`config.mk`:
```
export PLATFORM = sky130hd
export DESIGN_NAME = shift_arbiter_ctrl
export DESIGN_NICKNAME = d
export VERILOG_FILES = /design/src/rtl/shift_arbiter_ctrl.sv
export SDC_FILE = /design/constraint.sdc
export NUM_CORES = 1
export LEC_CHECK = 0
export ABC_AREA = 1
export CAP_MARGIN = 5
export CELL_PAD_IN_SITES_DETAIL_PLACEMENT = 0
export CELL_PAD_IN_SITES_GLOBAL_PLACEMENT = 1
export CORE_AREA = 5 5 122 124
export DETAILED_ROUTE_END_ITERATION = 12
export DIE_AREA = 0 0 127 129
export PLACE_DENSITY_LB_ADDON = 0.1
export SYNTH_ARGS = -nofsm -noshare
export SYNTH_HDL_FRONTEND = slang
export SYNTH_SLANG_ARGS = --single-unit
```
`constraint.sdc`:
```
create_clock -name clk -period 4.9 [get_ports clk]
set_clock_uncertainty 0.2 [all_clocks]
set_input_delay 0.98 -clock clk [delete_from_list [all_inputs] [get_ports clk]]
set_output_delay 0.98 -clock clk [all_outputs]
set_load 0.02 [all_outputs]
```
`src/rtl/shift_arbiter_ctrl.sv`:
```
// Two-requester round-robin front end for a shared 32-bit left barrel shifter.
// SRL/SRA are built by bit-reversing the operand and result around the
// external left shifter; SRA adds a sign-fill mask. One operation in flight.
module shift_arbiter_ctrl #(
    parameter logic RR_INIT = 1'b1
) (
    input  logic        clk,
    input  logic        rst_n,
    input  logic        req0_valid,
    output logic        req0_ready,
    input  logic [1:0]  req0_op,
    input  logic [31:0] req0_data,
    input  logic [4:0]  req0_shamt,
    input  logic        req1_valid,
    output logic        req1_ready,
    input  logic [1:0]  req1_op,
    input  logic [31:0] req1_data,
    input  logic [4:0]  req1_shamt,
    output logic        resp_valid,
    input  logic        resp_ready,
    output logic [31:0] resp_data,
    output logic        resp_id,
    output logic [31:0] sh_idata,
    output logic [4:0]  sh_shift_len,
    input  logic [31:0] sh_odata,
    output logic        busy
);

    localparam logic [1:0] OP_SLL = 2'b00;
    localparam logic [1:0] OP_SRL = 2'b01;
    localparam logic [1:0] OP_RSV = 2'b10;
    localparam logic [1:0] OP_SRA = 2'b11;

    typedef enum logic [1:0] {
        IDLE  = 2'd0,
        SHIFT = 2'd1,
        RESP  = 2'd2
    } state_t;

    state_t      state_r;
    state_t      state_s;
    logic        last_grant_r;
    logic        grant_s;
    logic        accept_s;
    logic [1:0]  sel_op_s;
    logic [1:0]  op_r;
    logic [31:0] data_r;
    logic [4:0]  shamt_r;
    logic        id_r;
    logic [31:0] res_r;
    logic        resp_id_r;
    logic [31:0] sign_mask_s;
    logic [31:0] shift_result_s;

    function automatic logic [31:0] bit_rev(input logic [31:0] v);
        logic [31:0] r;
        for (int i = 0; i < 32; i++) begin
            r[i] = v[31 - i];
        end
        return r;
    endfunction

    // Round-robin grant and ready generation; only IDLE can accept.
    always_comb begin
        grant_s    = 1'b0;
        req0_ready = 1'b0;
        req1_ready = 1'b0;
        if (state_r == IDLE) begin
            if (req0_valid && req1_valid) begin
                grant_s = ~last_grant_r;
            end else if (req1_valid) begin
                grant_s = 1'b1;
            end else begin
                grant_s = 1'b0;
            end
            req0_ready = req0_valid && (grant_s == 1'b0);
            req1_ready = req1_valid && (grant_s == 1'b1);
        end else begin
            grant_s    = 1'b0;
            req0_ready = 1'b0;
            req1_ready = 1'b0;
        end
    end

    assign accept_s = req0_ready | req1_ready;

    // Next-state logic for IDLE -> SHIFT -> RESP -> IDLE.
    always_comb begin
        state_s = state_r;
        case (state_r)
            IDLE: begin
                if (accept_s) begin
                    state_s = SHIFT;
                end else begin
                    state_s = IDLE;
                end
            end
            SHIFT: state_s = RESP;
            RESP: begin
                if (resp_ready) begin
                    state_s = IDLE;
                end else begin
                    state_s = RESP;
                end
            end
            default: state_s = IDLE;
        endcase
    end

    // State register.
    always_ff @(posedge clk or negedge rst_n) begin
        if (!rst_n) begin
            state_r <= IDLE;
        end else begin
            state_r <= state_s;
        end
    end

    // Remember the last winner so contention alternates.
    always_ff @(posedge clk or negedge rst_n) begin
        if (!rst_n) begin
            last_grant_r <= RR_INIT;
        end else if (accept_s) begin
            last_grant_r <= grant_s;
        end
    end

    // Reserved opcode collapses to SLL so downstream logic sees three ops.
    always_comb begin
        sel_op_s = grant_s ? req1_op : req0_op;
        if (sel_op_s == OP_RSV) begin
            sel_op_s = OP_SLL;
        end else begin
            sel_op_s = sel_op_s;
        end
    end

    // Capture the winning request's operands on accept.
    always_ff @(posedge clk or negedge rst_n) begin
        if (!rst_n) begin
            op_r    <= OP_SLL;
            data_r  <= 32'h0000_0000;
            shamt_r <= 5'd0;
            id_r    <= 1'b0;
        end else if (accept_s) begin
            op_r    <= sel_op_s;
            data_r  <= grant_s ? req1_data : req0_data;
            shamt_r <= grant_s ? req1_shamt : req0_shamt;
            id_r    <= grant_s;
        end
    end

    // Right shifts run through the left shifter on the reversed operand.
    assign sh_idata     = (op_r == OP_SLL) ? data_r : bit_rev(data_r);
    assign sh_shift_len = shamt_r;

    // Post-process the shifter output: un-reverse and sign-fill for SRA.
    always_comb begin
        if (data_r[31]) begin
            sign_mask_s = ~(32'hFFFF_FFFF >> shamt_r);
        end else begin
            sign_mask_s = 32'h0000_0000;
        end
        case (op_r)
            OP_SLL:  shift_result_s = sh_odata;
            OP_SRL:  shift_result_s = bit_rev(sh_odata);
            OP_SRA:  shift_result_s = bit_rev(sh_odata) | sign_mask_s;
            default: shift_result_s = sh_odata;
        endcase
    end

    // Result and owner are latched once in SHIFT and held through RESP.
    always_ff @(posedge clk or negedge rst_n) begin
        if (!rst_n) begin
            res_r     <= 32'h0000_0000;
            resp_id_r <= 1'b0;
        end else if (state_r == SHIFT) begin
            res_r     <= shift_result_s;
            resp_id_r <= id_r;
        end
    end

    assign resp_data  = res_r;
    assign resp_id    = resp_id_r;
    assign resp_valid = (state_r == RESP);
    assign busy       = (state_r != IDLE);

endmodule

```
==> results.tsv <==
stage	metric	value	unit
power	max-vdd-ir-drop	0.297	mV
yosys	synth_adder_area_share	0	%
setup_path	crit_chain	buf_4 -> nor2_4 -> buf_4 -> nand2_1 -> o21ai_0 -> clkdlybuf4s50_1	
routing	highest_layer	met4	
timing	setup_viol	0	
global_routing	gr-total-overflow	0	
routing	viasPerCell	4.73	
setup_path	slowest_delay	680	ps
timing	period_minus_slack	3700	ps
floorplan	fp.dieW	127	um
global_routing	grt_max_degree	77	
routing	routed-wl-met3	1360	um
run_status	outcome	completed	
cts	cts_root_buf	clkbuf_16	
timing	period_share	75.5	%
global_routing	grt_pass1_wl	22300	um
setup_path	cp_common_cell	buf_4	
cells_and_area	layout.nets	854	
place	gp_routability_congestion	0.836	
routing	wl_met2	6450	um
setup_path	crit_fanout	64	
cts	path_clk_slew	60	ps
cells_and_area	final_common_cell	clkdlybuf4s50_1	
floorplan	coreArea	13700	um^2
yosys	synth_compound_area_share	18.6	%
cts	post_cts_resized	0	
global_routing	grtUsageTotal	17.3	%
floorplan	die_area	16400	um^2
cts	insertion_delay	340	ps
routing	drtIter0Drc	196	
global_routing	antenna_found_initial	0	
yosys	synth_top_family_by_area	simple AND/OR/NAND/NOR gates	
routing	wl_met1	5840	um
cells_and_area	regArea	1900	um^2
cells_and_area	final_cell_mix	clkdlybuf4s50_1 (187), nor2_1 (172), nand2_1 (83), dfrtp_1 (75), o21ai_0 (53)	
setup_path	worstPathArrival	2520	ps
setup_path	end_kind	primary output	
yosys	yosys.area_share.simple	26.5	%
power	p_leak	2.74	nW
yosys	synth_cell_type_count	21	
cells_and_area	fin_util	46.8	%
setup_path	r2r_cells	6	
setup_path	worstSetupEndpoint	sh_idata[10]	
cells_and_area	postLayoutCellArea	6390	um^2
cts	ctsHoldBuffers	0	
cells_and_area	fillers	1448	
floorplan	die_y	129	um
place	portBuffers	188	
setup_path	path_class	reg -> out	
yosys	yosysSeqAreaShare	46.4	%
yosys	avgSynthCellArea	7.22	um^2
worst_hold_path	holdCritPathClass	reg -> reg	
cts	numCtsBuffers	9	
routing	antenna_left	0	
cts	cts_tree	yes	
yosys	synthesis.nets	683	
cts	cts_max_path_buffers	2	
setup_path	cp-start-kind	flip-flop	
setup_path	r2r_start	last_grant_r	
routing	drc_errors	0	
routing	post_drt_wl_per_cell	15.1	um
timing	finalHoldViolations	0	
yosys	ys.warnings.count	0	
cells_and_area	multi_input_area	1860	um^2
yosys	synth_cells	568	
timing	maxSlewViolCount	0	
cells_and_area	antennaDiodeCount	0	
floorplan	ios	189	
timing	final.setup.tns	0	ps
cells_and_area	syn_to_final_growth	55.8	%
yosys	synth_xor_area_share	0	%
yosys	synth_seq_cells	76	
routing	routed_wl	13900	um
routing	first_pass_iters	4	
cts	cts.sinks	76	
floorplan	rows	43	
power	power_density	729	nW/um^2
floorplan	start_util	30.0	%
yosys	yosys-mux-area-fraction	0.244	%
routing	num_vias	4373	
yosys	synth_area	4100	um^2
global_routing	grt_pass1_vias	4396	
timing	relSlewSlack	33.4	%
setup_path	cp.required	3720	ps
timing	worst_pin_slew	999	ps
cts	post_cts_buffers	0	
cells_and_area	final_layout_size_suffix_gt1_share	4.57	%
timing	rsz0062_at_grt	false	
run	drv_cap	0	
setup_path	worst_path_max_delay_cell	clkdlybuf4s50_1	
setup_path	cp-startpoint	op_r[0]	
place	place_area	6070	um^2
place	dp_hpwl	10200	um
timing	fmax	270	MHz
cts	cts_htree_levels	3	
setup_path	r2r-end	op_r[0]	
setup_path	r2r_slack	2520	ps
cell usage after synthesis:
cell type | number | area share [%]
o211ai_1 | 2 | 0.37
buf_2 | 22 | 2.7
nand3_1 | 6 | 0.73
inv_2 | 3 | 0.27
nor2_4 | 4 | 1.1
clkbuf_1 | 5 | 0.46
a31oi_1 | 2 | 0.30
nor3_1 | 1 | 0.12
nand2_1 | 83 | 7.6
nand4_1 | 2 | 0.30
a21oi_1 | 48 | 5.9
inv_1 | 41 | 3.8
mux2i_1 | 1 | 0.24
dfstp_2 | 1 | 0.64
nor2_1 | 172 | 16
o22ai_1 | 37 | 5.6
nand2_2 | 1 | 0.15
o21ai_0 | 53 | 6.5
dfrtp_1 | 75 | 46
buf_4 | 6 | 1.1
nand3_2 | 3 | 0.73
metrics by stage:
stage          setup slack (ps)  std cells  total power [mW]  hold WS [ps]
2_1_floorplan              2150        568              2.77           278
3_3_place_gp               1280        908              3.94           271
3_5_place_dp               1250        908              3.99           273
4_1_cts                    1150        924              4.73           288
5_1_grt                     951        924              5.04           312
6_report                   1200        924              4.66           285
worst max-delay path, delay by kind of cell, from the launching register on:
| family | cells | cell delay (ps) |
|---|---|---|
| compound gates | 1 | 160 |
| buf+inv | 3 | 1400 |
| simple gates | 2 | 230 |
| flops | 1 | 360 |
flip-flops by register name (all words and copies together) (netlist names):
name	cells
resp_data	32
resp_id	1
sh_shift_len	5
data_r	32
op_r	2
state_r	2
id_r	1
last_grant_r	1
kinds of logic after synthesis:
kind of cell / after synthesis
simple gates: 272
compound gates: 142
buf+inv: 77
flops: 76
mux: 1
how the worst min path moves through the flow:
stage	start	to	slack, ps	depth (start not counted)
after floorplan	id_r	id_r	280	2
after global placement	resp_data[0]	resp_data[0]	270	2
after detailed placement	resp_data[0]	resp_data[0]	270	2
after CTS	resp_data[0]	resp_data[0]	290	2
after global routing	resp_id	resp_id	310	2
final	resp_data[0]	resp_data[0]	290	2
power breakdown:
part	switching, mW	leakage [nW]	internal [mW]
Clock	0.268	0.158	0.449
Combinational	1.62	1.74	1.15
Sequential	0.229	0.843	0.945
Total	2.11	2.74	2.55
routing by layer:
layer / GRT usage, % / up-vias
met4: 6.50 / 0
met1: 20.7 / 2000
li1: - / 2184
met3: 6.97 / 18
met2: 28.0 / 171
met5: 0 / -
layout make-up:
type | instances | area share (%)
Sequential cell | 76 | 29.8
Inverter | 44 | 2.58
Tap cell | 180 | 3.52
Clock buffer | 13 | 4.38
Clock inverter | 3 | 0.665
Timing Repair Buffer | 193 | 30.0
Multi-Input combinational cell | 415 | 29.1
No activity file was read; power rests on OpenSTA's default activity.
